[src/rtl/scurve_inject_pulse_gen_if.sv]
// Bus bundle between the S-curve test controller and the injection pulse generator.
// The controller side uses master and the generator uses slave.
interface scurve_inject_pulse_gen_if #(
  parameter int CNT_W  = 16,
  parameter int TIME_W = 16
);
  logic              Test_Start;
  logic [CNT_W-1:0]  Pulse_Number;
  logic [TIME_W-1:0] Pulse_High;
  logic [TIME_W-1:0] Pulse_Period;
  logic              CLK_EXT;
  logic [CNT_W-1:0]  Pulses_Sent;
  logic              Gen_Busy;
  logic              Gen_Done;

  modport master (
    output Test_Start, Pulse_Number, Pulse_High, Pulse_Period,
    input  CLK_EXT, Pulses_Sent, Gen_Busy, Gen_Done
  );

  modport slave (
    input  Test_Start, Pulse_Number, Pulse_High, Pulse_Period,
    output CLK_EXT, Pulses_Sent, Gen_Busy, Gen_Done
  );
endinterface

[src/rtl/scurve_inject_pulse_gen.sv]
// Charge-injection pulse train generator for the S-curve trigger counters.
// Emits Pulse_Number pulses on CLK_EXT with programmable high time and period.
//
//  state | meaning
//  IDLE  | waiting for a Test_Start rising edge, run parameters latched on it
//  LOAD  | one-cycle setup; zero-pulse runs go straight to DONE
//  HIGH  | CLK_EXT high, timer counts the high phase
//  LOW   | CLK_EXT low, timer counts to the end of the period
//  DONE  | run complete, waits for Test_Start low as acknowledge
module scurve_inject_pulse_gen #(
  parameter int CNT_W  = 16,
  parameter int TIME_W = 16
) (
  input  logic                       Clk,
  input  logic                       reset_n,
  scurve_inject_pulse_gen_if.slave   gen_if
);

  typedef enum logic [2:0] {
    ST_IDLE = 3'd0,
    ST_LOAD = 3'd1,
    ST_HIGH = 3'd2,
    ST_LOW  = 3'd3,
    ST_DONE = 3'd4
  } state_t;

  // Timer and phase lengths carry one extra bit so the period can reach
  // H+1 even when H is all ones.
  localparam logic [TIME_W:0]  T_ONE   = (TIME_W+1)'(1);
  localparam logic [TIME_W:0]  T_ZERO  = '0;
  localparam logic [CNT_W-1:0] CNT_ONE = CNT_W'(1);

  state_t            state_q;
  state_t            state_d;
  logic              start_d;
  logic              start_rise;
  logic [CNT_W-1:0]  num_q;
  logic [TIME_W:0]   high_q;
  logic [TIME_W:0]   period_q;
  logic [TIME_W:0]   timer_q;
  logic [CNT_W-1:0]  sent_q;
  logic              clk_ext_q;
  logic [TIME_W:0]   high_in;
  logic [TIME_W:0]   period_raw;
  logic [TIME_W:0]   period_in;
  logic              enter_high;
  logic              in_pulse;
  logic              stay_pulse;

  assign start_rise = gen_if.Test_Start & ~start_d;

  // Effective run parameters: high time of 0 means 1, period at least high+1.
  always_comb begin
    high_in    = {1'b0, gen_if.Pulse_High};
    period_raw = {1'b0, gen_if.Pulse_Period};
    if (gen_if.Pulse_High == '0) begin
      high_in = T_ONE;
    end
    if (period_raw > high_in) begin
      period_in = period_raw;
    end else begin
      period_in = high_in + T_ONE;
    end
  end

  // State register.
  always_ff @(posedge Clk or negedge reset_n) begin
    if (!reset_n) begin
      state_q <= ST_IDLE;
    end else begin
      state_q <= state_d;
    end
  end

  // Next-state logic; dropping Test_Start aborts any active phase.
  always_comb begin
    state_d = state_q;
    case (state_q)
      ST_IDLE: begin
        if (start_rise) begin
          state_d = ST_LOAD;
        end
      end
      ST_LOAD: begin
        if (!gen_if.Test_Start) begin
          state_d = ST_IDLE;
        end else if (num_q == '0) begin
          state_d = ST_DONE;
        end else begin
          state_d = ST_HIGH;
        end
      end
      ST_HIGH: begin
        if (!gen_if.Test_Start) begin
          state_d = ST_IDLE;
        end else if (timer_q == high_q) begin
          state_d = ST_LOW;
        end
      end
      ST_LOW: begin
        if (!gen_if.Test_Start) begin
          state_d = ST_IDLE;
        end else if (timer_q == period_q) begin
          if (sent_q == num_q) begin
            state_d = ST_DONE;
          end else begin
            state_d = ST_HIGH;
          end
        end
      end
      ST_DONE: begin
        if (!gen_if.Test_Start) begin
          state_d = ST_IDLE;
        end
      end
      default: state_d = ST_IDLE;
    endcase
  end

  assign in_pulse   = (state_q == ST_HIGH) || (state_q == ST_LOW);
  assign enter_high = (state_d == ST_HIGH) && (state_q != ST_HIGH);
  assign stay_pulse = in_pulse && ((state_d == ST_HIGH) || (state_d == ST_LOW));

  // Start edge detector.
  always_ff @(posedge Clk or negedge reset_n) begin
    if (!reset_n) begin
      start_d <= 1'b0;
    end else begin
      start_d <= gen_if.Test_Start;
    end
  end

  // Run parameters are captured only on the start edge in IDLE.
  always_ff @(posedge Clk or negedge reset_n) begin
    if (!reset_n) begin
      num_q    <= '0;
      high_q   <= T_ONE;
      period_q <= T_ONE + T_ONE;
    end else if ((state_q == ST_IDLE) && start_rise) begin
      num_q    <= gen_if.Pulse_Number;
      high_q   <= high_in;
      period_q <= period_in;
    end
  end

  // Phase timer: restarts at 1 on every rising edge of CLK_EXT and runs
  // through the high and low phases of one period.
  always_ff @(posedge Clk or negedge reset_n) begin
    if (!reset_n) begin
      timer_q <= T_ZERO;
    end else if (enter_high) begin
      timer_q <= T_ONE;
    end else if (stay_pulse) begin
      timer_q <= timer_q + T_ONE;
    end
  end

  // Pulse counter: cleared at start, bumped on each emitted rising edge,
  // held on abort and in DONE so the count stays readable.
  always_ff @(posedge Clk or negedge reset_n) begin
    if (!reset_n) begin
      sent_q <= '0;
    end else if ((state_q == ST_IDLE) && start_rise) begin
      sent_q <= '0;
    end else if (enter_high) begin
      sent_q <= sent_q + CNT_ONE;
    end
  end

  // CLK_EXT is registered and high exactly while the next state is HIGH.
  always_ff @(posedge Clk or negedge reset_n) begin
    if (!reset_n) begin
      clk_ext_q <= 1'b0;
    end else begin
      clk_ext_q <= (state_d == ST_HIGH);
    end
  end

  // Status outputs decoded from the registered state.
  always_comb begin
    gen_if.CLK_EXT     = clk_ext_q;
    gen_if.Pulses_Sent = sent_q;
    gen_if.Gen_Busy    = (state_q == ST_LOAD) || (state_q == ST_HIGH) || (state_q == ST_LOW);
    gen_if.Gen_Done    = (state_q == ST_DONE);
  end

endmodule

[src/flat_wrapper.sv]
// flat-port wrapper written by rule: the top's interface ports become plain ports
module scurve_inject_pulse_gen_flat 
#(
  parameter int CNT_W  = 16,
  parameter int TIME_W = 16
)
  (Clk, reset_n, gen_if_Test_Start, gen_if_Pulse_Number, gen_if_Pulse_High, gen_if_Pulse_Period, gen_if_CLK_EXT, gen_if_Pulses_Sent, gen_if_Gen_Busy, gen_if_Gen_Done);
  scurve_inject_pulse_gen_if #(.CNT_W(CNT_W), .TIME_W(TIME_W)) gen_if_i ();
  input  logic Clk;
  input  logic reset_n;
  input wire logic [$bits(gen_if_i.Test_Start)-1:0] gen_if_Test_Start;
  input wire logic [$bits(gen_if_i.Pulse_Number)-1:0] gen_if_Pulse_Number;
  input wire logic [$bits(gen_if_i.Pulse_High)-1:0] gen_if_Pulse_High;
  input wire logic [$bits(gen_if_i.Pulse_Period)-1:0] gen_if_Pulse_Period;
  output wire logic [$bits(gen_if_i.CLK_EXT)-1:0] gen_if_CLK_EXT;
  output wire logic [$bits(gen_if_i.Pulses_Sent)-1:0] gen_if_Pulses_Sent;
  output wire logic [$bits(gen_if_i.Gen_Busy)-1:0] gen_if_Gen_Busy;
  output wire logic [$bits(gen_if_i.Gen_Done)-1:0] gen_if_Gen_Done;
  assign gen_if_i.Test_Start = gen_if_Test_Start;
  assign gen_if_i.Pulse_Number = gen_if_Pulse_Number;
  assign gen_if_i.Pulse_High = gen_if_Pulse_High;
  assign gen_if_i.Pulse_Period = gen_if_Pulse_Period;
  assign gen_if_CLK_EXT = gen_if_i.CLK_EXT;
  assign gen_if_Pulses_Sent = gen_if_i.Pulses_Sent;
  assign gen_if_Gen_Busy = gen_if_i.Gen_Busy;
  assign gen_if_Gen_Done = gen_if_i.Gen_Done;
  scurve_inject_pulse_gen #(.CNT_W(CNT_W), .TIME_W(TIME_W)) u_core (.Clk(Clk), .reset_n(reset_n), .gen_if(gen_if_i));
endmodule
[config.mk]
export PLATFORM = sky130hd
export DESIGN_NAME = scurve_inject_pulse_gen_flat
export DESIGN_NICKNAME = d
export VERILOG_FILES = /design/src/rtl/scurve_inject_pulse_gen_if.sv /design/src/rtl/scurve_inject_pulse_gen.sv /design/src/flat_wrapper.sv
export SDC_FILE = /design/constraint.sdc
export NUM_CORES = 1
export LEC_CHECK = 0
export ABC_CLOCK_PERIOD_IN_PS = 3100
export CAP_MARGIN = 10
export CORE_UTILIZATION = 55
export DETAILED_ROUTE_END_ITERATION = 16
export GPL_ROUTABILITY_DRIVEN = 1
export PLACE_DENSITY = 0.79
export SYNTH_ARGS = -nofsm -noshare
export SYNTH_HDL_FRONTEND = slang
export SYNTH_SLANG_ARGS = --single-unit
export TNS_END_PERCENT = 1
[constraint.sdc]
create_clock -name Clk -period 3.1 [get_ports Clk]
set_input_delay 0.93 -clock Clk [delete_from_list [all_inputs] [get_ports Clk]]
set_output_delay 0.93 -clock Clk [all_outputs]
set_load 0.02 [all_outputs]
==> metrics.txt <==
Avg WL per Cell=16.2 µm; cell mode on critical path=nor2_1; clock buffer depth=2; Reg2Reg Capture Point=u_core.gen_if.Pulses_Sent[7]; worst hold endpoint=u_core.high_q[2]; critical path's largest stage delay=0.51 ns; TritonCTS clock tree=built; final WL=13300 µm; # H-tree levels=3; minimum clock period=3.05 ns; vias in the first global route=4602; Max-slew headroom=between 50 and 60%; first-pass GRT wire length=21700 µm; Antenna Nets Post-Route=0; Max Fanout on Critical Path=7; largest net degree at the start of global routing=52; failing checks=design-rule violations; layout cell share with drive strength beyond 1=13.9%; XOR/XNOR Fraction of Synth Area=roughly 14%; # clock sinks=slightly below 90; TritonCTS Buffers=9; CTS clk-pin slew, worst paths=0.09 ns; CTS Hold Buffers Added=0; Synth cell types=40; pre-CTS WS=-0.420 ns; Residual DRC=1; initial antenna violation count=0; ant diodes=0; reg2reg start=u_core.timer_q[2]; Hold Crit Start=u_core.high_q[2]; CP Class=in -> reg; crit path max-delay cell type=clkdlybuf4s50_1; Die ar.=~9600 µm²; Worst Path Arrival=between 3 and 4 ns; post-DR vias/cell=5.65; final clock skew=0.0136 ns; Final setup viols=0; Main synth FF type=dfrtp_1; # rows=34; Final Hold Vio Count=0; clock latency reported for the late side of the worst-skew pair=around 0.36 ns; Initial Util=57.4%; mux share of post-synthesis cell area=around 2.2%; 1st-iter DRT viols=312; critical path, cell by cell=clkdlybuf4s50_1, nor4_2, nand4_1, nand2b_1, ha_1, nor2b_1, o211ai_1, a31o_2, a211oi_2, o31ai_2, buf_4, clkbuf_16, nor2_1, nor2_1, a22o_1; Synth Net Count=656; CTS Root Cell=clkbuf_8; Core Util, Final=74.8%; Power per Cell Area=just under 500 nW/µm²; gr busiest metal=met2; main combinational cell family by area after synthesis=simple AND/OR/NAND/NOR gates; setup TNS=0 ns; post-synthesis simple-gate area fraction=24.2%; HPWL Detailed=10300 µm; Max Cap Viol=0; Slew Limit Fails=0; synthesized flop and latch total=87; peak supply drop=0.000323 V; number of synthesized flops with an enable pin=0; Leakage=3.00 nW; met3 usage=between 3 and 4%; hold depth=2; Synthesis Warnings=0; Die Width=~98 µm; Post-Syn Area per Cell=8.65 µm²; cells after synthesis=587; Hold Path Class=reg -> reg; CP Capture Type=register; Synth Area in Adders=4.43%; synthesized area=5080 µm²; maximum clock rate=328 MHz; routed vias=4629; gr ovfl total=0; crit start category=input port; status=finished, violations left; die height=98.1 µm; register area share after synthesis=42.9%; First-pass DRT Iterations=11; total track usage=28.4%; Period Utilization, post-route=just under 100%; global-route track usage on met1=between 30% and 40%; M2 GR Usage=45.9%; Area growth syn-to-layout=30.3%; FFs w/ async S/R, synth=between 90% and 100%; worst setup margin=0.0507 ns; Port Buffers=69; gpl congestion=0.889; Register-to-Register Path Depth=9; flop2flop setup slack=0.48 ns; Worst Tran Pin Value=approximately 0.67 ns; Final nets=776; core area=8850 µm²; # IOs=70; worst endpoint required time=3.34 ns; Compound-Gate Fraction of Synth Area=8.52%
-- sequential cells by signal (all words and copies together), names as in the netlist --
| name | count |
|---|---|
| u_core.start_d | 1 |
| u_core.high_q | 16 |
| u_core.gen_if.Pulses_Sent | 16 |
| u_core.period_q | 17 |
| u_core.gen_if.CLK_EXT | 1 |
| u_core.num_q | 16 |
| u_core.timer_q | 17 |
| u_core.state_q | 3 |
-- area by class of cell --
class,count,area (µm²)
inverters,23,86.3
flip-flops and latches,87,2180
multi-input cells,453,2760
well taps,108,135
fillers,635,2230
clock buffers,9,124
repair buffers,133,1240
clock inverters,7,101
-- worst max-delay path: cells and delay by family --
family,cells,cell delay (ns)
adders and majority gates,1,0.19
and+or+nand+nor,6,0.50
buffers and inverters,3,0.84
AOI/OAI and AO/OA,5,0.83
-- how the worst max path moves through the flow --
stage / end / slack, ns / start / depth (start not counted)
5_1_grt: u_core.period_q[14] / -0.02 / gen_if_Pulse_High[4] / 15
6_report: u_core.period_q[14] / 0.05 / gen_if_Pulse_High[4] / 15
3_5_place_dp: u_core.period_q[13] / -0.42 / gen_if_Pulse_High[3] / 14
4_1_cts: u_core.period_q[13] / 0.006 / gen_if_Pulse_High[3] / 14
2_1_floorplan: u_core.period_q[14] / 0.04 / gen_if_Pulse_High[6] / 13
3_3_place_gp: u_core.period_q[15] / -0.28 / gen_if_Pulse_High[5] / 14
-- where the power goes --
group / leakage [nW] / internal [mW] / switching (mW)
sequential: 1.12 / 1.32 / 0.225
combinational: 1.77 / 0.443 / 0.412
clock: 0.107 / 0.462 / 0.429
total: 3.00 / 2.22 / 1.07
-- cells in the mapped netlist (3+ instances only) --
| cell type | n | share of area [%] |
|---|---|---|
| nand4_1 | 25 | 3.1 |
| o21ai_0 | 47 | 4.6 |
| clkbuf_1 | 19 | 1.4 |
| and3_1 | 4 | 0.49 |
| dfrtp_1 | 85 | 42 |
| inv_1 | 23 | 1.7 |
| nor2_1 | 50 | 3.7 |
| and4_1 | 4 | 0.69 |
| a21oi_1 | 12 | 1.2 |
| nand2_1 | 122 | 9.0 |
| ha_1 | 18 | 4.4 |
| xnor2_1 | 73 | 13 |
| nor3_1 | 11 | 1.1 |
| nor4_1 | 16 | 2.0 |
| nand3_1 | 19 | 1.9 |
| xor2_1 | 4 | 0.69 |
| or4_1 | 3 | 0.44 |
| or3_1 | 7 | 0.86 |
| o31ai_1 | 3 | 0.44 |
| mux2i_1 | 10 | 2.0 |
-- cell usage in the layout (no fill, tap or decap), types with 3 or more instances in the layout --
| master | n |
|---|---|
| nor4_2 | 6 |
| clkbuf_8 | 9 |
| inv_1 | 23 |
| and4_1 | 4 |
| clkdlybuf4s50_1 | 54 |
| o21ai_0 | 43 |
| nor2_1 | 50 |
| and3_1 | 4 |
| nand4_1 | 25 |
| mux2i_1 | 10 |
| nand3_1 | 19 |
| ha_1 | 18 |
| or4_1 | 3 |
| xnor2_1 | 73 |
| dlymetal6s2s_1 | 14 |
| nor4_1 | 10 |
| xor2_1 | 4 |
| buf_4 | 62 |
| nor3_1 | 11 |
| o21ai_1 | 6 |
| a21oi_1 | 12 |
| inv_6 | 3 |
| nand2_1 | 121 |
| dfrtp_1 | 85 |
| or3_1 | 7 |
-- per-layer routing --
layer	wire, µm	part of all wire, %	vias to the layer above
met5	0	0	-
met4	232	1.7	0
met3	572	4.3	23
met2	6290	47	141
met1	6160	46	2226
li1	-	-	2239
-- kinds of logic after synthesis --
logic type | Yosys count
simple gates | 268
xor+xnor | 79
mux | 11
buf+inv | 47
fa+ha+maj | 18
compound gates | 77
flops | 87
-- repair_timing --
item,in CTS,in global routing
hold endpoints to repair,0,0
setup buffers,0,2
endpoints found under the setup margin,5,17
gates cloned,0,1
gates resized for setup,2,23
pin swaps,0,8
-- through the flow --
step | power [mW] | instance area (µm²) | std cells | hold slack (ns)
after floorplan | 2.04 | 5080 | 587 | 0.469
after global placement | 2.36 | 6280 | 801 | 0.482
after detailed placement | 2.40 | 6280 | 801 | 0.491
after CTS | 3.28 | 6520 | 817 | 0.509
after global routing | 3.46 | 6620 | 820 | 0.534
final | 3.29 | 6620 | 820 | 0.507
Note: power is estimated with default switching activity, not from simulation.
